==> config.mk <==
export PLATFORM = sky130hd
export DESIGN_NAME = add_signed_accum_flat
export DESIGN_NICKNAME = d
export VERILOG_FILES = /design/src/rtl/add_signed_accum_if.sv /design/src/rtl/add_signed_accum.sv /design/src/flat_wrapper.sv
export SDC_FILE = /design/constraint.sdc
export NUM_CORES = 1
export LEC_CHECK = 0
export ABC_AREA = 1
export BUFFER_PORTS_ARGS = -buffer_cell sky130_fd_sc_hd__buf_4
export CELL_PAD_IN_SITES_DETAIL_PLACEMENT = 0
export CELL_PAD_IN_SITES_GLOBAL_PLACEMENT = 2
export CORE_MARGIN = 5
export CORE_UTILIZATION = 34
export CTS_CLUSTER_SIZE = 40
export DETAILED_ROUTE_END_ITERATION = 7
export GPL_ROUTABILITY_DRIVEN = 0
export PLACE_DENSITY_LB_ADDON = 0.1
export SLEW_MARGIN = 20
export SYNTH_ARGS = -nofsm -noshare
export SYNTH_HDL_FRONTEND = slang
export SYNTH_SLANG_ARGS = --single-unit
==> constraint.sdc <==
create_clock -name clk -period 2.9 [get_ports clk]
set_input_delay 0.58 -clock clk [delete_from_list [all_inputs] [get_ports clk]]
set_output_delay 0.58 -clock clk [all_outputs]
set_load 0.005 [all_outputs]
==> src/rtl/add_signed_accum_if.sv <==
// Operand/result handshake bundle for add_signed_accum.
// master = operand source and result consumer, slave = the accumulator.
interface add_signed_accum_if #(
  parameter int DATA_WIDTH = 9,
  parameter int BEATS      = 4
);
  localparam int ACC_W = DATA_WIDTH + 2 + $clog2(BEATS);
  localparam int CNT_W = $clog2(BEATS);

  logic signed [DATA_WIDTH:0] A;
  logic                       sub;
  logic                       in_valid;
  logic                       in_ready;
  logic signed [ACC_W-1:0]    sum;
  logic                       out_valid;
  logic                       out_ready;
  logic [CNT_W-1:0]           beat_cnt;
  logic                       sat;

  modport master (
    output A, sub, in_valid, out_ready,
    input  in_ready, sum, out_valid, beat_cnt, sat
  );

  modport slave (
    input  A, sub, in_valid, out_ready,
    output in_ready, sum, out_valid, beat_cnt, sat
  );
endinterface

==> src/rtl/add_signed_accum.sv <==
// Streaming signed add/subtract accumulator: one widened block sum every BEATS operands.
// Define ACC_SAT_EN to clamp each result to the DATA_WIDTH+2-bit signed range and flag sat.
module add_signed_accum #(
  parameter int DATA_WIDTH = 9,
  parameter int BEATS      = 4
) (
  input logic                clk,
  input logic                rst,
  input logic                clr,
  add_signed_accum_if.slave  bus
);
  localparam int ACC_W = DATA_WIDTH + 2 + $clog2(BEATS);
  localparam int CNT_W = $clog2(BEATS);

  localparam logic [0:0] ST_ACCUM = 1'b0;
  localparam logic [0:0] ST_HOLD  = 1'b1;

  logic [0:0]              state_q, state_d;
  logic signed [ACC_W-1:0] acc_q, acc_d;
  logic signed [ACC_W-1:0] sum_q, sum_d;
  logic [CNT_W-1:0]        cnt_q, cnt_d;
  logic                    sat_q, sat_d;

  logic signed [ACC_W-1:0] a_ext;
  logic signed [ACC_W-1:0] acc_next;
  logic signed [ACC_W-1:0] result;
  logic                    clamp_hit;
  logic                    last_beat;

  assign a_ext     = {{(ACC_W-DATA_WIDTH-1){bus.A[DATA_WIDTH]}}, bus.A};
  assign acc_next  = bus.sub ? (acc_q - a_ext) : (acc_q + a_ext);
  assign last_beat = (cnt_q == CNT_W'(BEATS - 1));

`ifdef ACC_SAT_EN
  // Output range of the original two-operand adder; ~MAX is exactly -2^(DATA_WIDTH+1).
  localparam logic signed [ACC_W-1:0] SAT_MAX = ACC_W'((1 << (DATA_WIDTH + 1)) - 1);
  localparam logic signed [ACC_W-1:0] SAT_MIN = ~SAT_MAX;

  always_comb begin
    result    = acc_next;
    clamp_hit = 1'b0;
    if (acc_next > SAT_MAX) begin
      result    = SAT_MAX;
      clamp_hit = 1'b1;
    end else if (acc_next < SAT_MIN) begin
      result    = SAT_MIN;
      clamp_hit = 1'b1;
    end
  end
`else
  assign result    = acc_next;
  assign clamp_hit = 1'b0;
`endif

  always_comb begin
    // NOTE: every next-state signal gets its hold value first so no path leaves it unassigned (no latches).
    state_d = state_q;
    acc_d   = acc_q;
    sum_d   = sum_q;
    cnt_d   = cnt_q;
    sat_d   = sat_q;
    if (clr) begin
      state_d = ST_ACCUM;
      acc_d   = '0;
      cnt_d   = '0;
      sat_d   = 1'b0;
    end else if (state_q == ST_ACCUM) begin
      if (bus.in_valid) begin
        if (last_beat) begin
          sum_d   = result;
          sat_d   = clamp_hit;
          acc_d   = '0;
          cnt_d   = '0;
          state_d = ST_HOLD;
        end else begin
          acc_d = acc_next;
          cnt_d = cnt_q + CNT_W'(1);
        end
      end
    end else if (bus.out_ready) begin
      // Handoff cycle accepts no operand: one bubble per block.
      state_d = ST_ACCUM;
    end
  end

  // NOTE: state registers use non-blocking assignments so all flops update together on the edge.
  always_ff @(posedge clk or posedge rst) begin
    if (rst) begin
      state_q <= ST_ACCUM;
      acc_q   <= '0;
      sum_q   <= '0;
      cnt_q   <= '0;
      sat_q   <= 1'b0;
    end else begin
      state_q <= state_d;
      acc_q   <= acc_d;
      sum_q   <= sum_d;
      cnt_q   <= cnt_d;
      sat_q   <= sat_d;
    end
  end

  assign bus.in_ready  = (state_q == ST_ACCUM);
  assign bus.out_valid = (state_q == ST_HOLD);
  assign bus.sum       = sum_q;
  assign bus.beat_cnt  = cnt_q;
  assign bus.sat       = sat_q;
endmodule

==> src/flat_wrapper.sv <==
// flat-port wrapper written by rule: the top's interface ports become plain ports
module add_signed_accum_flat 
#(
  parameter int DATA_WIDTH = 9,
  parameter int BEATS      = 4
)
  (clk, rst, clr, bus_A, bus_sub, bus_in_valid, bus_out_ready, bus_in_ready, bus_sum, bus_out_valid, bus_beat_cnt, bus_sat);
  add_signed_accum_if #(.DATA_WIDTH(DATA_WIDTH), .BEATS(BEATS)) bus_i ();
  input logic clk;
  input logic rst;
  input logic clr;
  input wire logic [$bits(bus_i.A)-1:0] bus_A;
  input wire logic [$bits(bus_i.sub)-1:0] bus_sub;
  input wire logic [$bits(bus_i.in_valid)-1:0] bus_in_valid;
  input wire logic [$bits(bus_i.out_ready)-1:0] bus_out_ready;
  output wire logic [$bits(bus_i.in_ready)-1:0] bus_in_ready;
  output wire logic [$bits(bus_i.sum)-1:0] bus_sum;
  output wire logic [$bits(bus_i.out_valid)-1:0] bus_out_valid;
  output wire logic [$bits(bus_i.beat_cnt)-1:0] bus_beat_cnt;
  output wire logic [$bits(bus_i.sat)-1:0] bus_sat;
  assign bus_i.A = bus_A;
  assign bus_i.sub = bus_sub;
  assign bus_i.in_valid = bus_in_valid;
  assign bus_i.out_ready = bus_out_ready;
  assign bus_in_ready = bus_i.in_ready;
  assign bus_sum = bus_i.sum;
  assign bus_out_valid = bus_i.out_valid;
  assign bus_beat_cnt = bus_i.beat_cnt;
  assign bus_sat = bus_i.sat;
  add_signed_accum #(.DATA_WIDTH(DATA_WIDTH), .BEATS(BEATS)) u_core (.clk(clk), .rst(rst), .clr(clr), .bus(bus_i));
endmodule
=== Yosys cells after proc, flatten, opt, wreduce, memory -nomap -nowiden ===
Cells that the tools add are included.

* Logic and storage cells: 35
* Bits in registers: 30

* Reduce and logical (&&, ||, !) cells: 5
* Eq/ne operators: 2
* Multiplexer cells: 18
* Add/sub/neg operators: 3
* Bitwise gates (word level): 2

{| class="wikitable"
|+ Operators with widths
! kind !! number
|-
| $mux 13 || 5
|-
| $add 13x10->13 || 1
|-
| $sub 13x10->13 || 1
|-
| $mux 1 || 9
|-
| $mux 2 || 4
|-
| $reduce_and 4->1 || 1
|-
| $reduce_bool 2->1 || 2
|-
| $reduce_and 3->1 || 1
|-
| $add 2x1->2 const B || 1
|-
| $eq 2x2->1 const B || 1
|-
| $ne 2x2->1 const B || 1
|-
| $not 1->1 || 2
|-
| $reduce_and 2->1 || 1
|}

=== Depth between registers and ports, before layout ===
Gate-level depths: netlist of run 1.

* Depth after elaboration: 6
* Depth in mapped cells: 17
* Gate-level depth less buffers: 17

=== Least setup slack after synthesis of run 1 ===
No wires, ideal clock.

* Path kind: in2reg
* From: input port bus_A[2]
* To: register u_core.acc_q[12]
* Data arrival time: 2.223 ns
* Library setup time: 0.117 ns
* Path slack: 0.560 ns
* Path buffers: 0
* Stages on the path: 17
* Cell sequence: nor3_2 -> nand2_1 -> nor3_2 -> nor2_1 -> xor2_1 -> inv_1 -> ha_1 -> nand2_1 -> inv_2 -> nand2_1 -> nand2_1 -> nand2_1 -> nand2_1 -> nor2_1 -> nand3_2 -> nand3_1 -> nand2_1

* Longest elaborated chain between the ends: 6

{| class="wikitable"
|+ Ends and longest elaborated chain
! element !! RTL line !! text
|-
| start: declaration || flat_wrapper.sv:12 || <nowiki>input wire logic [$bits(bus_i.A)-1:0] bus_A;</nowiki>
|-
| $add 13x10->13 or $sub 13x10->13 (tied branches) || add_signed_accum.sv:31 || <nowiki>assign acc_next = bus.sub ? (acc_q - a_ext) : (acc_q + a_ext);</nowiki>
|-
| $mux 13 (*) || add_signed_accum.sv:31 ||
|-
| $mux 13 (*) || add_signed_accum.sv:69 || <nowiki>if (last_beat) begin</nowiki>
|-
| $mux 13 (*) || add_signed_accum.sv:68 || <nowiki>if (bus.in_valid) begin</nowiki>
|-
| $mux 13 (*) || add_signed_accum.sv:67 || <nowiki>end else if (state_q == ST_ACCUM) begin</nowiki>
|-
| $mux 13 (*) || add_signed_accum.sv:62 || <nowiki>if (clr) begin</nowiki>
|-
| end signal: assignment || add_signed_accum.sv:90 || <nowiki>acc_q <= '0;</nowiki>
|-
| end signal: assignment || add_signed_accum.sv:96 || <nowiki>acc_q <= acc_d;</nowiki>
|-
| end: declaration || add_signed_accum.sv:19 || <nowiki>logic signed [ACC_W-1:0] acc_q, acc_d;</nowiki>
|}

Mark *: on every way between the ends. The rest lies on a longest branch, timed or not. The select of a mux whose other input is x is not followed.
A chain may end at the register's enable or synchronous reset.

=== Worst setup path in the final report of run 1 ===
* From: input port bus_A[2]
* To: register u_core.sum_q[12], in the netlist u_core.bus.sum[12]

* Longest elaborated chain between the ends: 2

{| class="wikitable"
|+ Ends and longest elaborated chain
! element !! RTL line !! text
|-
| $add 13x10->13 or $sub 13x10->13 (tied branches) || add_signed_accum.sv:31 ||
|-
| $mux 13 (*) || add_signed_accum.sv:31 ||
|-
| end signal: assignment || add_signed_accum.sv:97 || <nowiki>sum_q <= sum_d;</nowiki>
|-
| end: declaration || add_signed_accum.sv:20 || <nowiki>logic signed [ACC_W-1:0] sum_q, sum_d;</nowiki>
|}

Mark *: on every way between the ends. The rest lies on a longest branch, timed or not.

==> results.py, run 1 <==
metrics = {
    "global_routing": {
        "grt_first_pass_wirelength_um": 9050,
        "grt-ovfl-total": 0,
        "grt_pass1_vias": 1932,
        "groute.usage.overall": 0.151,
        "grt_start_max_net_pins": 30,
        "antenna_found_initial": 0,
    },
    "cts": {
        "clock_sinks": 29,
        "cts_resized": 0,
        "cts_root_buf": "clkbuf_8",
        "cts_buffers": 5,
        "insertion_delay_ps": 280,
        "tritoncts": "yes",
        "htree_num_levels": 2,
        "clk_pin_slew_worst_paths_ps": 70,
        "cts_setup_buffers": 0,
        "ctsHoldBuffers": 0,
        "clock_path_buffers": 2,
    },
    "sta": {
        "fin_crit_ps": 2390,
        "setup_viol": 0,
        "worst_slew_pin_slew_ps": 505,
        "finalMaxSlewViolations": 0,
        "worst_slack_ps": 507,
        "fin_crit_sh": 0.825,
        "fmax_mhz": 418,
        "max_slew_margin": 0.663,
        "fin_worst_skew_ps": 8.25,
        "rsz0062_at_grt": "no",
        "hold_violations": 0,
        "setup_tns_ps": 0,
    },
    "floorplanning": {
        "die-area_mm2": 0.00778,
        "core_area_mm2": 0.00592,
        "boundaryPins": 34,
        "die_w_um": 88.2,
        "fp.dieH_um": 88.2,
        "start_util": 0.351,
        "rows": 28,
    },
    "yosys": {
        "ys.flop_type": "dfrtp_1",
        "async_flop_share": 1.00,
        "ys_seq_area_frac": 0.349,
        "synth.most_common_cell": "nand2_1",
        "synth_common_cells": "nand2_1, inv_1, dfrtp_1, nor2_1, nand3_1",
        "yosys.area.top_type": "dfrtp_1",
        "synth.top_cells.by_area": "dfrtp_1, nand2_1, ha_1, inv_1, nand3_1",
        "synth_cells": 281,
        "syn_area_per_cell_um2": 7.40,
        "synth_edf_count": 0,
        "synth-seq-cells": 29,
        "synthesis.nets": 312,
        "syn_area_mm2": 0.00208,
        "ys_warn_count": 0,
        "synth.distinct_cells": 32,
        "yosys.area.top_type_share": 0.349,
    },
    "critical_path": {
        "path_max_fanout": 5,
        "crit_chain": "buf_4 > nor3_2 > nand2_1 > nor3_2 > nor2_1 > xor2_1 > inv_1 > ha_1 > nand2_1 > inv_2 > nand2_1 > nand2_1 > nand2_1 > nand2_1 > nor2_1 > nand3_2 > nand3_1 > nand2_1",
        "criticalPathCategory": "input port to register",
        "worstSetupStartpointType": "input port",
        "crit_slowest_cell": "ha_1",
        "critPathMostFrequentCell": "nand2_1",
        "cp.buffers_inverters": 3,
        "crit_path_end_kind": "register",
        "critical_path.top_delay_family": "simple AND/OR/NAND/NOR gates",
        "crit_required_ps": 3080,
        "crit_arrival_ps": 2570,
        "max_stage_delay_ps": 350,
    },
    "final_layout": {
        "drive_gt1_frac": 0.189,
        "final_cells": 393,
        "final_nets": 348,
        "fin_util": 0.425,
        "multiInputGateArea_mm2": 0.00118,
        "area_delta_synth_final_pct": 20.9,
        "diodes": 0,
        "n_fill_cell": 641,
        "register_area_um2": 726,
    },
    "route": {
        "drtIter0Drc": 71,
        "wl_met3_um": 133,
        "vias": 1836,
        "route.layer.met1.wl_um": 2410,
        "routed_wl_um": 5460,
        "drc": 0,
        "drtPass1Iterations": 5,
        "detail-route-antenna-nets": 0,
        "met2_length_um": 2820,
        "top_layer": "met4",
        "vias_per_cell": 4.67,
        "routedWlPerCell_um": 13.9,
    },
    "job": {
        "drv_cap": 0,
    },
    "power": {
        "power.density_mw_per_mm2": 633,
        "ir_worst_vdd_v": 0.000278,
        "p_leak_nw": 1.40,
        "finalPower_mw": 1.59,
    },
    "status": {
        "status": "complete, no violations",
    },
    "hold_path": {
        "hp-class": "input port to asynchronous set/reset pin",
    },
    "placed_design": {
        "dpl.cell_count": 385,
        "dp_slack_ps": 187,
        "hpwl_um": 4340,
        "port_buffers": 32,
    },
}
[final timing paths]
kind	endpoint	depth (start not counted)	startpoint	slack (ps)
worst max register to register	u_core.bus.sum[12]$_DFFE_PP0P_	9	u_core.acc_q[0]$_DFFE_PP0P_	1010
worst max-delay path	u_core.bus.sum[12]$_DFFE_PP0P_	18	bus_A[2]	510
worst min register to register	u_core.bus.sum[2]$_DFFE_PP0P_	2	u_core.bus.sum[2]$_DFFE_PP0P_	480
max in group asynchronous	u_core.bus.beat_cnt[1]$_DFFE_PP0P_	3	rst	2230
worst min-delay path	u_core.acc_q[12]$_DFFE_PP0P_	3	rst	370
min in group clk	u_core.bus.out_valid$_DFF_PP0_	2	bus_out_ready	470
[area by class of cell]
cell class,instances,share of cell area
clock inverters,1,0.0119
well taps,75,0.0373
multi-input cells,209,0.468
repair buffers,35,0.105
clock buffers,7,0.0343
flip-flops and latches,29,0.289
inverters,37,0.0553
[power by group]
part	internal (mW)	total, mW	switching (mW)
clock	0.280	0.445	0.165
combinational	0.261	0.614	0.353
sequential	0.483	0.533	0.0499
[kinds of logic (layout without fill, tap and decap cells)]
logic type / Yosys count / count (layout) / synth area share
buf+inv: 43 / 80 / 0.0854
xor+xnor: 12 / 12 / 0.0505
mux: 1 / 1 / 0.00481
compound gates: 33 / 33 / 0.103
flops: 29 / 29 / 0.349
fa+ha+maj: 15 / 15 / 0.0939
other cells: 1 / 1 / 0.00180
simple gates: 147 / 147 / 0.312
[placed cells by master (no fill, tap or decap)]
master,netlist,layout
fa_1,1,1
mux2i_1,1,1
clkbuf_8,0,6
nand2_2,3,3
inv_2,4,4
o21bai_1,1,1
buf_4,4,35
nand4_1,4,4
inv_1,33,33
dfrtp_1,29,29
nand3_2,4,4
or2_1,1,1
nand2_1,84,84
o22ai_1,2,2
nand3b_1,3,3
ha_1,14,14
conb_1,1,1
o21ai_4,1,1
a21o_1,1,1
nor3_2,2,2
o21ai_1,2,2
nand3_1,22,22
a31oi_1,1,1
xor2_1,4,4
o31ai_1,1,1
a21oi_2,4,4
nor2_1,24,24
bufinv_16,0,1
a22o_1,3,3
clkbuf_1,1,1
a21oi_1,7,7
o21ai_0,10,10
xnor2_1,8,8
[sequential cells by signal, indices dropped and copies added, names as in the netlist]
signal	count
u_core.bus.out_valid	1
u_core.bus.beat_cnt	2
u_core.acc_q	13
u_core.bus.sum	13
[metal layers]
layer  vias to the layer above  GRT usage
met5                         -          0
met4                         0     0.0453
met3                         8     0.0301
met2                        27      0.275
met1                       835      0.178
li1                        966          -
[stage by stage]
| stage | cell area [µm²] | hold WS [ps] |
|---|---|---|
| floorplan | 2080 | 455 |
| global placement | 2400 | 467 |
| detailed placement | 2400 | 467 |
| CTS | 2510 | 391 |
| global route | 2510 | 403 |
| finish | 2510 | 372 |
[tightest hold or removal path: stages]
cell and delay [ps]:
buf_4 100, inv_1 40, buf_4 350
No activity file was read; power rests on OpenSTA's default activity.
==> inputs of run 2 (changes only) <==
--- a/config.mk
+++ b/config.mk
@@ -10,7 +10,7 @@
 export CELL_PAD_IN_SITES_DETAIL_PLACEMENT = 0
 export CELL_PAD_IN_SITES_GLOBAL_PLACEMENT = 2
 export CORE_MARGIN = 5
-export CORE_UTILIZATION = 34
+export CORE_UTILIZATION = 32
 export CTS_CLUSTER_SIZE = 40
 export DETAILED_ROUTE_END_ITERATION = 7
 export GPL_ROUTABILITY_DRIVEN = 0
==> constraint.sdc (replaced) <==
create_clock -name clk -period 2.22 [get_ports clk]
set_input_delay 0.444 -clock clk [delete_from_list [all_inputs] [get_ports clk]]
set_output_delay 0.444 -clock clk [all_outputs]
set_load 0.005 [all_outputs]
==> results.py, run 2 (synthesized netlist as in run 1, its figures left out) <==
metrics = {
    "status": {
        "status": "complete, no violations",
    },
    "critical_path": {
        "criticalPathCategory": "input port to register",
        "crit_slowest_cell": "ha_4",
        "path_max_fanout": 4,
        "crit_path_end_kind": "register",
        "worstSetupStartpointType": "input port",
        "critPathMostFrequentCell": "nand3_2",
        "max_stage_delay_ps": 320,
        "crit_arrival_ps": 2330,
        "crit_required_ps": 2390,
        "crit_chain": "buf_4 > buf_4 > nor2_2 > nand3_1 > nand2_2 > nand2_1 > xnor2_2 > ha_4 > nand2_2 > nor2_2 > nand3_2 > nand3_1 > nand3_2 > nand3_2 > nand2_1",
    },
    "final_layout": {
        "area_delta_synth_final_pct": 43.5,
        "final_nets": 384,
        "final_cell_mix": "nand2_1, buf_4, inv_1",
        "drive_gt1_frac": 0.368,
        "final_common_cell": "nand2_1",
        "design_area_mm2": 0.00298,
        "diodes": 0,
    },
    "global_routing": {
        "met2_usage": 0.192,
        "grt_start_max_net_pins": 30,
        "grt-ovfl-total": 0,
        "top_usage_layer": "met1",
        "groute.layer.met1.usage": 0.203,
        "grt_util_met3": 0.0300,
        "groute.usage.overall": 0.135,
        "antenna_found_initial": 0,
        "grt_first_pass_wirelength_um": 9160,
        "grt_pass1_vias": 1929,
    },
    "cts": {
        "cts_buffers": 5,
        "clk_pin_slew_worst_paths_ps": 70,
        "htree_num_levels": 2,
        "clock_sinks": 29,
        "tritoncts": "yes",
        "insertion_delay_ps": 280,
        "cts_root_buf": "clkbuf_8",
        "clock_path_buffers": 2,
    },
    "sta": {
        "fin_worst_skew_ps": 8.01,
        "fmax_mhz": 462,
        "hold_violations": 0,
        "rsz0062_at_grt": "yes",
        "finalMaxSlewViolations": 0,
        "fin_crit_ps": 2160,
        "fin_crit_sh": 0.974,
        "worst_slack_ps": 56.8,
        "timing.hold.ws_ps": 243,
        "setup_viol": 0,
    },
    "job": {
        "drv_cap": 0,
    },
    "placed_design": {
        "dpl_cell_area_mm2": 0.00266,
        "hpwl_um": 4200,
        "port_buffers": 32,
        "dp_slack_ps": -323,
    },
    "power": {
        "internal-power_mw": 1.44,
        "p_switching_mw": 0.842,
        "power_frac_clock": 0.194,
        "p_sw_frac": 0.369,
        "pwr-share-comb": 0.495,
        "power_frac_seq": 0.311,
        "power.density_mw_per_mm2": 765,
        "ir_worst_vdd_v": 0.000317,
        "p_leak_nw": 1.59,
    },
    "floorplanning": {
        "core_area_mm2": 0.00635,
        "boundaryPins": 34,
        "die_w_um": 90.6,
        "die-area_mm2": 0.00821,
        "rows": 29,
        "start_util": 0.327,
        "fp.dieH_um": 90.6,
    },
    "route": {
        "drtPass1Iterations": 4,
        "drc": 0,
        "vias": 1966,
        "routed_wl_um": 5470,
        "routedWlPerCell_um": 12.7,
        "drtIter0Drc": 51,
        "detail-route-antenna-nets": 0,
        "vias_per_cell": 4.57,
    },
    "hold_path": {
        "hp-class": "input port to asynchronous set/reset pin",
    },
}
## run 2: critical path, delay by kind of cell
kind | cells | cell delay (ps)
AND/OR/NAND/NOR | 11 | 1110
adder cells (fa/ha/maj) | 1 | 320
buffers and inverters | 2 | 260
XOR/XNOR | 1 | 180
## run 2: per-stage QoR
| step | TNS [ps] | power, mW | instances | utilization |
|---|---|---|---|---|
| 6_report | 0 | 2.28 | 430 | 0.470 |
| 5_1_grt | -553 | 2.47 | 430 | 0.470 |
| 4_1_cts | 0 | 2.16 | 430 | 0.439 |
| 3_5_place_dp | -4650 | 1.67 | 422 | 0.419 |
| 3_3_place_gp | -4860 | 1.68 | 422 | 0.419 |
| 2_1_floorplan | 0 | 1.25 | 281 | - |
## run 2: routing by layer
metal,wire (µm),share of wire
met1,2940,0.54
met2,2250,0.41
met3,223,0.041
met4,58,0.011
met5,0,0
## run 2: what timing repair did
action | in CTS | in global routing
setup endpoints to repair | 8 | 16
resized for setup | 6 | 42
cloned | 0 | 0
hold buffers | 0 | 0
buffers inserted | 1 | 0
pin swaps | 1 | 19
## run 2: cell type report
type                            instances  area [µm²]
Clock buffer                            7        86.3
Fill cell                             641        3370
Inverter                               37         139
Multi-Input combinational cell        209        1390
Sequential cell                        29         726
Tap cell                               77        96.3
Timing Repair Buffer                   71         544
## run 2: worst paths after layout
path / start / to / slack (ps) / cells after the start
setup / recovery: bus_A[2] / u_core.acc_q[12]$_DFFE_PP0P_ / 60 / 15
hold / removal: rst / u_core.acc_q[5]$_DFFE_PP0P_ / 240 / 3
setup reg to reg: u_core.acc_q[0]$_DFFE_PP0P_ / u_core.bus.sum[10]$_DFFE_PP0P_ / 420 / 9
hold reg to reg: u_core.bus.sum[2]$_DFFE_PP0P_ / u_core.bus.sum[2]$_DFFE_PP0P_ / 480 / 2
max in group asynchronous: rst / u_core.acc_q[4]$_DFFE_PP0P_ / 1690 / 3
min in group clk: bus_out_ready / u_core.bus.out_valid$_DFF_PP0_ / 330 / 2
## run 2: power by group through the flow
stage | registers, mW | logic (mW) | clock network (mW)
after floorplan | 0.696 | 0.552 | 0
after global placement | 0.706 | 0.975 | 0
after detailed placement | 0.705 | 0.968 | 0
after CTS | 0.701 | 1.00 | 0.459
after global routing | 0.725 | 1.25 | 0.486
final | 0.710 | 1.13 | 0.444
==> inputs of run 3 (changes only) <==
--- a/config.mk
+++ b/config.mk
@@ -10,7 +10,8 @@
 export CELL_PAD_IN_SITES_DETAIL_PLACEMENT = 0
 export CELL_PAD_IN_SITES_GLOBAL_PLACEMENT = 2
 export CORE_MARGIN = 5
-export CORE_UTILIZATION = 32
+export CORE_UTILIZATION = 33
+export CTS_BUF_LIST = sky130_fd_sc_hd__clkbuf_2 sky130_fd_sc_hd__clkbuf_4 sky130_fd_sc_hd__clkbuf_8
 export CTS_CLUSTER_SIZE = 40
 export DETAILED_ROUTE_END_ITERATION = 7
 export GPL_ROUTABILITY_DRIVEN = 0
==> results.py, run 3 (synthesized netlist as in run 1, its figures left out) <==
metrics = {
    "critical_path": {
        "crit_arrival_ps": 2330,
        "worstSetupStartpointType": "input port",
        "ff2ff_path_depth": 9,
        "max_stage_delay_ps": 320,
        "r2r-start": "u_core.acc_q[0]$_DFFE_PP0P_",
        "criticalPathCategory": "input port to register",
        "crit_chain": "buf_8 > nor3_4 > nand2_2 > nor3_2 > nor2_1 > xor2_1 > inv_1 > ha_4 > nand2_2 > nor2_2 > nand4_1 > nand3_2 > nand2_2 > nand3_1 > nand2_1",
        "crit_slowest_cell": "ha_4",
        "path_max_fanout": 4,
        "r2r_slack_ps": 450,
        "crit_required_ps": 2390,
        "crit_path_end_kind": "register",
        "critPathMostFrequentCell": "nand2_2",
        "reg2reg_to": "u_core.bus.sum[12]$_DFFE_PP0P_",
    },
    "sta": {
        "setup_viol": 0,
        "fin_crit_sh": 0.973,
        "rsz0062_at_grt": "yes",
        "setup_tns_ps": 0,
        "hold_violations": 0,
        "fin_crit_ps": 2160,
        "fmax_mhz": 463,
        "finalMaxSlewViolations": 0,
        "timing.hold.ws_ps": 234,
        "fin_worst_skew_ps": 3.50,
    },
    "floorplanning": {
        "boundaryPins": 34,
        "rows": 29,
        "start_util": 0.333,
        "die-area_mm2": 0.00799,
        "fp.dieH_um": 89.4,
        "core_area_mm2": 0.00624,
        "die_w_um": 89.4,
    },
    "final_layout": {
        "multiInputGateArea_mm2": 0.00137,
        "n_fill_cell": 672,
        "register_area_um2": 726,
        "fin_util": 0.470,
        "area_delta_synth_final_pct": 41.0,
        "drive_gt1_frac": 0.364,
        "final_nets": 380,
        "final_cell_mix": "nand2_1, buf_4, inv_1",
        "final_common_cell": "nand2_1",
        "diodes": 0,
    },
    "cts": {
        "clk_pin_slew_worst_paths_ps": 60,
        "cts_buffers": 5,
        "insertion_delay_ps": 280,
        "htree_num_levels": 2,
        "clock_sinks": 29,
        "clock_path_buffers": 2,
        "cts_root_buf": "clkbuf_8",
        "tritoncts": "yes",
    },
    "power": {
        "p_leak_nw": 1.57,
        "power.density_mw_per_mm2": 764,
        "ir_worst_vdd_v": 0.000343,
        "finalPower_mw": 2.24,
    },
    "route": {
        "drc": 0,
        "vias_per_cell": 4.61,
        "routedWlPerCell_um": 12.7,
        "detail-route-antenna-nets": 0,
        "drtIter0Drc": 116,
        "routed_wl_um": 5410,
        "drtPass1Iterations": 4,
        "vias": 1963,
    },
    "job": {
        "drv_cap": 0,
    },
    "global_routing": {
        "antenna_found_initial": 0,
        "grt_start_max_net_pins": 30,
        "grt-ovfl-total": 0,
        "grt_pass1_vias": 1985,
        "groute.usage.overall": 0.151,
        "grt_first_pass_wirelength_um": 9290,
    },
    "placed_design": {
        "hpwl_um": 4200,
        "port_buffers": 32,
    },
    "status": {
        "status": "complete, no violations",
    },
    "hold_path": {
        "hp-class": "input port to asynchronous set/reset pin",
    },
}
==> run 3: changes by cell type in the layout (fill, tap and decap cells not counted), sizes merged <==
cell,before,now
buf,71,67
==> run 3: layout make-up <==
cell class	instances	share of cell area
well taps	77	0.0328
multi-input cells	209	0.466
flip-flops and latches	29	0.247
repair buffers	67	0.175
inverters	37	0.0474
clock buffers	7	0.0307
==> run 3: routing by layer <==
metal	track usage	up-vias	share of wire
met2	0.216	27	0.41
li1	-	1042	-
met4	0.0487	0	0.014
met5	0	-	0
met1	0.228	887	0.54
met3	0.0286	7	0.035
==> run 3: report_power, final <==
group	total [mW]	switching, mW	leakage [nW]	internal (mW)
Clock	0.447	0.189	0.0477	0.257
Sequential	0.709	0.0771	0.390	0.632
Combinational	1.09	0.550	1.13	0.536
Total	2.24	0.817	1.57	1.42
==> run 3: worst max-delay path by stage <==
stage / cells after the start / end / slack, ps / start
floorplan: 17 / u_core.acc_q[12]$_DFFE_PP0P_ / 20 / bus_A[2]
global placement: 15 / u_core.bus.sum[11]$_DFFE_PP0P_ / -360 / bus_A[2]
detailed placement: 18 / u_core.bus.sum[12]$_DFFE_PP0P_ / -370 / bus_A[2]
CTS: 15 / u_core.bus.sum[12]$_DFFE_PP0P_ / 2 / bus_A[0]
global route: 14 / u_core.bus.sum[10]$_DFFE_PP0P_ / -90 / bus_A[0]
finish: 15 / u_core.bus.sum[11]$_DFFE_PP0P_ / 60 / bus_A[0]
==> run 3: timing repair <==
action / CTS / global route
setup buffers: 0 / 1
gates resized for setup: 5 / 41
endpoints found under the setup margin: 8 / 18
hold buffers: 0 / 0
pin swaps: 1 / 22
==> run 3: through the flow <==
stage                     instances  instance area [µm²]  worst slack [ps]
final                           426                 2930              59.1
after global routing            426                 2930             -85.3
after CTS                       425                 2750              2.40
after detailed placement        418                 2630              -366
after global placement          418                 2630              -363
after floorplan                 281                 2080              15.9
==> run 3: critical path: cells and delay by family <==
kind | cells | cell delay (ps)
and+or+nand+nor | 11 | 1190
xor gates and xnor gates | 1 | 160
buffers and inverters | 2 | 200
adders and majority gates | 1 | 320
